===== config.mk =====
export PLATFORM = sky130hd
export DESIGN_NAME = somador_arbiter
export DESIGN_NICKNAME = d
export VERILOG_FILES = /design/src/rtl/somador_pkg.sv /design/src/rtl/somador.sv /design/src/rtl/somador_arbiter.sv
export SDC_FILE = /design/constraint.sdc
export NUM_CORES = 1
export LEC_CHECK = 0
export CAP_MARGIN = 20
export CORE_MARGIN = 3
export CORE_UTILIZATION = 52
export DETAILED_ROUTE_END_ITERATION = 16
export HOLD_SLACK_MARGIN = 0.15
export PLACE_DENSITY = 0.85
export RECOVER_POWER = 100
export SETUP_SLACK_MARGIN = 0.05
export SLEW_MARGIN = 15
export SYNTH_ARGS = -nofsm -noshare
export SYNTH_HDL_FRONTEND = slang
export SYNTH_SLANG_ARGS = --single-unit

===== constraint.sdc =====
create_clock -name clock -period 7.4 [get_ports clock]
set_clock_uncertainty 0.1 [all_clocks]
set_input_delay 1.48 -clock clock [delete_from_list [all_inputs] [get_ports clock]]
set_output_delay 1.48 -clock clock [all_outputs]
set_load 0.02 [all_outputs]

===== src/rtl/somador_pkg.sv =====
// rtl/somador_pkg.sv - shared width, op codes and FSM encoding for the somador arbiter
package somador_pkg;

  localparam int WIDTH = 16;

  localparam logic OP_ADD = 1'b1;
  localparam logic OP_SUB = 1'b0;

  typedef enum logic [1:0] {
    ST_IDLE = 2'd0,
    ST_EXEC = 2'd1,
    ST_RESP = 2'd2
  } state_e;

endpackage


===== src/rtl/somador.sv =====
// rtl/somador.sv - combinational signed add/sub unit with two's complement overflow flag
module somador
  import somador_pkg::*;
#(
  parameter int W = somador_pkg::WIDTH
) (
  input  logic [W-1:0] a,
  input  logic [W-1:0] b,
  input  logic         op,
  output logic         overflow,
  output logic [W-1:0] result
);

  always_comb begin
    result   = (op == OP_ADD) ? (a + b) : (a - b);
    overflow = 1'b0;
    // Overflow iff operand signs force a sign the wrapped result does not have.
    if (op == OP_ADD) begin
      overflow = (a[W-1] == b[W-1]) && (result[W-1] != a[W-1]);
    end else begin
      overflow = (a[W-1] != b[W-1]) && (result[W-1] != a[W-1]);
    end
  end

endmodule


===== src/rtl/somador_arbiter.sv =====
// rtl/somador_arbiter.sv - round-robin arbiter sharing one somador between two requesters
module somador_arbiter #(
  parameter int WIDTH = somador_pkg::WIDTH
) (
  input  logic             clock,
  input  logic             reset_n,
  input  logic [1:0]       req_valid,
  output logic [1:0]       req_ready,
  input  logic [WIDTH-1:0] req_a0,
  input  logic [WIDTH-1:0] req_a1,
  input  logic [WIDTH-1:0] req_b0,
  input  logic [WIDTH-1:0] req_b1,
  input  logic [1:0]       req_op,
  output logic [1:0]       rsp_valid,
  input  logic [1:0]       rsp_ready,
  output logic [WIDTH-1:0] rsp_result,
  output logic             rsp_overflow
);
  import somador_pkg::*;

  state_e           state_q, state_d;
  logic             prio_q, prio_d;
  logic             gnt_q, gnt_d;
  logic [WIDTH-1:0] a_q, a_d;
  logic [WIDTH-1:0] b_q, b_d;
  logic             op_q, op_d;
  logic [WIDTH-1:0] result_q, result_d;
  logic             ovf_q, ovf_d;

  logic             sel_valid;
  logic             sel_g;
  logic [WIDTH-1:0] sum_result;
  logic             sum_overflow;

  somador #(.W(WIDTH)) u_somador (
    .a        (a_q),
    .b        (b_q),
    .op       (op_q),
    .overflow (sum_overflow),
    .result   (sum_result)
  );

  always_comb begin
    sel_valid = |req_valid;
    case (req_valid)
      2'b01:   sel_g = 1'b0;
      2'b10:   sel_g = 1'b1;
      default: sel_g = prio_q;
    endcase
  end

  always_comb begin
    req_ready = 2'b00;
    if (reset_n && (state_q == ST_IDLE) && sel_valid) begin
      req_ready = {sel_g, ~sel_g};
    end
    rsp_valid    = (state_q == ST_RESP) ? {gnt_q, ~gnt_q} : 2'b00;
    rsp_result   = result_q;
    rsp_overflow = ovf_q;
  end

  always_comb begin
    state_d  = state_q;
    prio_d   = prio_q;
    gnt_d    = gnt_q;
    a_d      = a_q;
    b_d      = b_q;
    op_d     = op_q;
    result_d = result_q;
    ovf_d    = ovf_q;
    case (state_q)
      ST_IDLE: begin
        if (sel_valid) begin
          // Explicit if/else keeps the losing requester's operands out of the mux.
          gnt_d = sel_g;
          if (sel_g) begin
            a_d  = req_a1;
            b_d  = req_b1;
            op_d = req_op[1];
          end else begin
            a_d  = req_a0;
            b_d  = req_b0;
            op_d = req_op[0];
          end
          state_d = ST_EXEC;
        end
      end
      ST_EXEC: begin
        result_d = sum_result;
        ovf_d    = sum_overflow;
        state_d  = ST_RESP;
      end
      ST_RESP: begin
        if (rsp_ready[gnt_q]) begin
          prio_d  = ~gnt_q;
          state_d = ST_IDLE;
        end
      end
      default: state_d = ST_IDLE;
    endcase
  end

  always_ff @(posedge clock) begin
    if (!reset_n) begin
      state_q  <= ST_IDLE;
      prio_q   <= 1'b0;
      gnt_q    <= 1'b0;
      a_q      <= '0;
      b_q      <= '0;
      op_q     <= 1'b0;
      result_q <= '0;
      ovf_q    <= 1'b0;
    end else begin
      state_q  <= state_d;
      prio_q   <= prio_d;
      gnt_q    <= gnt_d;
      a_q      <= a_d;
      b_q      <= b_d;
      op_q     <= op_d;
      result_q <= result_d;
      ovf_q    <= ovf_d;
    end
  end

endmodule

==> flow_summary.ini <==
[run_status]
run_status = finished with violations
failing_checks = capacitance limit, slew limit

[critical_path]
critPathKind = in -> out
critical_path.startpoint_type = primary input
worst-endpoint-arrival_ns = 4.21
worstPathRequired_ns = 5.82
crit_fanout = 35
setup.worst_path.end_class = output pin

[yosys]
netlist_area_before_placement_sq_mm = 0.00321
asyncSetResetFlopFracSynth_pct = 0
yosysWarningCount = 0
ys_ff_latch = 54
postSynthCellCount = 382
syn-num-nets = 475
synth.avg_cell_area_sq_um = 8.39
synth-seq-area-share_pct = 33.7
synth_edf_count = 0
ys_dominant_reg_cell = dfxtp_1
synth_cell_type_count = 47

[clock_tree]
cts.sinks = 54
hold_fix_buffers_cts = 0
tritoncts.num_buffers = 5
ctsRootBufferMaster = clkbuf_8
clk_path_buf_depth = 2
clock_tree.htree_level_count = 2
worst_skew_pair.late_latency_ns = 0.31
tritoncts = yes
post_cts_setup_buffers = 0
postCtsResizedCells = 0
clk_pin_slew_ns = 0.09

[timing]
final_period_minus_worst_setup_slack_ns = 5.79
setup_total_negative_slack_ns = 0
worst_pin_slew_ns = 2.11
max_clock_freq_ghz = 0.173
timing.max_slew.rel_slack_pct = -41.4
hold_slack_ns = 0.353
rsz0062_at_grt = no
maxSlewViolCount = 35
finalCritPeriodShare_pct = 78.3
final-hold-violation-count = 0
finalSetupViolCount = 0

[global_routing]
grt_overflow = 0
maximum_number_of_pins_on_one_net_before_global_route_repair = 36
all_layer_global_routing_usage_pct = 20.3
number_of_antenna_violations_at_the_first_check_in_global_routing = 0
first_global_vias = 2746
wire_length_of_the_first_global_routing_pass_um = 12200

[detailed_routing]
detailedRoute.firstIterationViolations = 126
final_antenna_net_count = 0
wl_per_cell_um = 13.6
firstDrtPassIters = 4
vias = 2947
wirelength_um = 7310
via_per_instance_ratio = 5.49
drc = 0

[flow_run]
maxCapViolCount = 1

[floorplan]
initial_core_util_pct = 55.8
core_sq_mm = 0.00574
die_area_sq_mm = 0.00715
io-pin-count = 93
die_width_um = 84.5
rows = 27
die_h_um = 84.5

[cells_and_area]
area_delta_synth_final_pct = 32.0
finalNetCount = 557
layout_commonest_cell = clkdlybuf4s50_1
design_area_sq_mm = 0.00423
layout-drive-gt1-share_pct = 2.58
num_antenna_cells = 0
final_cell_mix = clkdlybuf4s50_1 (70), nand2_1 (60), dfxtp_1 (54), o21ai_0 (38), mux2i_1 (36)
final_util_pct = 73.7

[power]
power_per_unit_of_standard_cell_area_mw_per_mm2 = 231
vdd_drop_max_mv = 0.110
power_leakage_nw = 1.93

[placement]
hpwlAfterDp_um = 5810
routabilityCongestion = 0.857
place.port_buffers = 92
area_after_detailed_placement_sq_mm = 0.00418

[hold_path]
hold_path_class = reg -> reg
-- logic make-up (layout without fill, tap and decap cells) --
logic type,after synthesis,count (layout),share of synthesized area (%)
mux,37,37,11.6
compound gates,97,97,17.9
buf+inv,30,113,3.51
simple gates,118,118,17.8
xor+xnor,25,25,7.06
fa+ha+maj,21,21,8.43
flops,54,54,33.7
-- layout make-up --
| class | count | area, sq um |
|---|---|---|
| multi-input combinational | 298 | 1990 |
| fill | 458 | 1510 |
| sequential | 54 | 1080 |
| timing repair buffer | 94 | 936 |
| tap | 72 | 90.1 |
| clock buffer | 7 | 86.3 |
| inverter | 11 | 41.3 |
| clock inverter | 1 | 5.00 |
-- synthesized netlist by cell type, types with 4 or more instances --
cell | instances | share of area (%)
nand2_1 | 60 | 7.0
dfxtp_1 | 54 | 34
mux2i_1 | 36 | 11
o21ai_0 | 36 | 5.6
a21oi_1 | 28 | 4.4
ha_1 | 20 | 7.8
clkbuf_1 | 15 | 1.8
xor2_1 | 15 | 4.1
nor2_1 | 13 | 1.5
nand3_1 | 11 | 1.7
inv_1 | 10 | 1.2
xnor2_1 | 9 | 2.5
a21o_1 | 7 | 1.6
nand2b_1 | 5 | 0.98
nor3_1 | 5 | 0.78
a31oi_1 | 4 | 0.78
buf_1 | 4 | 0.47
nor2b_1 | 4 | 0.78
o21ai_1 | 4 | 0.62
or3_1 | 4 | 0.78
-- metal layers --
layer	vias to the layer above	wire length [um]	track usage (%)
met5	-	0	0
met4	0	119	6.04
met3	12	442	4.02
met2	99	3380	33.2
met1	1327	3380	27.2
li1	1509	-	-
-- worst max-delay path: stages --
cell and delay [ns]:
dlygate4sd3_1 0.55, inv_1 0.05, ha_1 0.17, nor3_1 0.28, nand2_1 0.65, nor2_1 0.32, dlygate4sd3_1 0.71
-- final timing paths --
path | startpoint | endpoint | slack [ns] | cells past startpoint
max | req_valid[1] | req_ready[1] | 1.61 | 7
max reg2reg | b_q[2] | rsp_result[14] | 3.42 | 10
min reg2reg | rsp_result[3] | rsp_result[3] | 0.35 | 2
min | rsp_result[3] | rsp_result[3] | 0.35 | 2
-- power breakdown --
part	switching (W)	internal, W
Sequential	0.0000308	0.000329
Combinational	0.000241	0.000209
Clock	0.0000941	0.0000757
-- metrics by stage --
stage | instances | total power [W] | setup slack [ns]
final | 537 | 0.000979 | 1.61
after global routing | 537 | 0.00105 | 1.42
after CTS | 537 | 0.000993 | 1.50
after detailed placement | 529 | 0.000826 | 1.50
after global placement | 529 | 0.000811 | 1.66
after floorplan | 382 | 0.000682 | 2.76
-- sequential cells by signal, indices dropped and copies added (netlist names) --
name,flops
b_q,16
gnt_q,1
prio_q,1
op_q,1
rsp_overflow,1
rsp_result,16
state_q,2
a_q,16
Note: power is estimated with default switching activity, not from simulation.
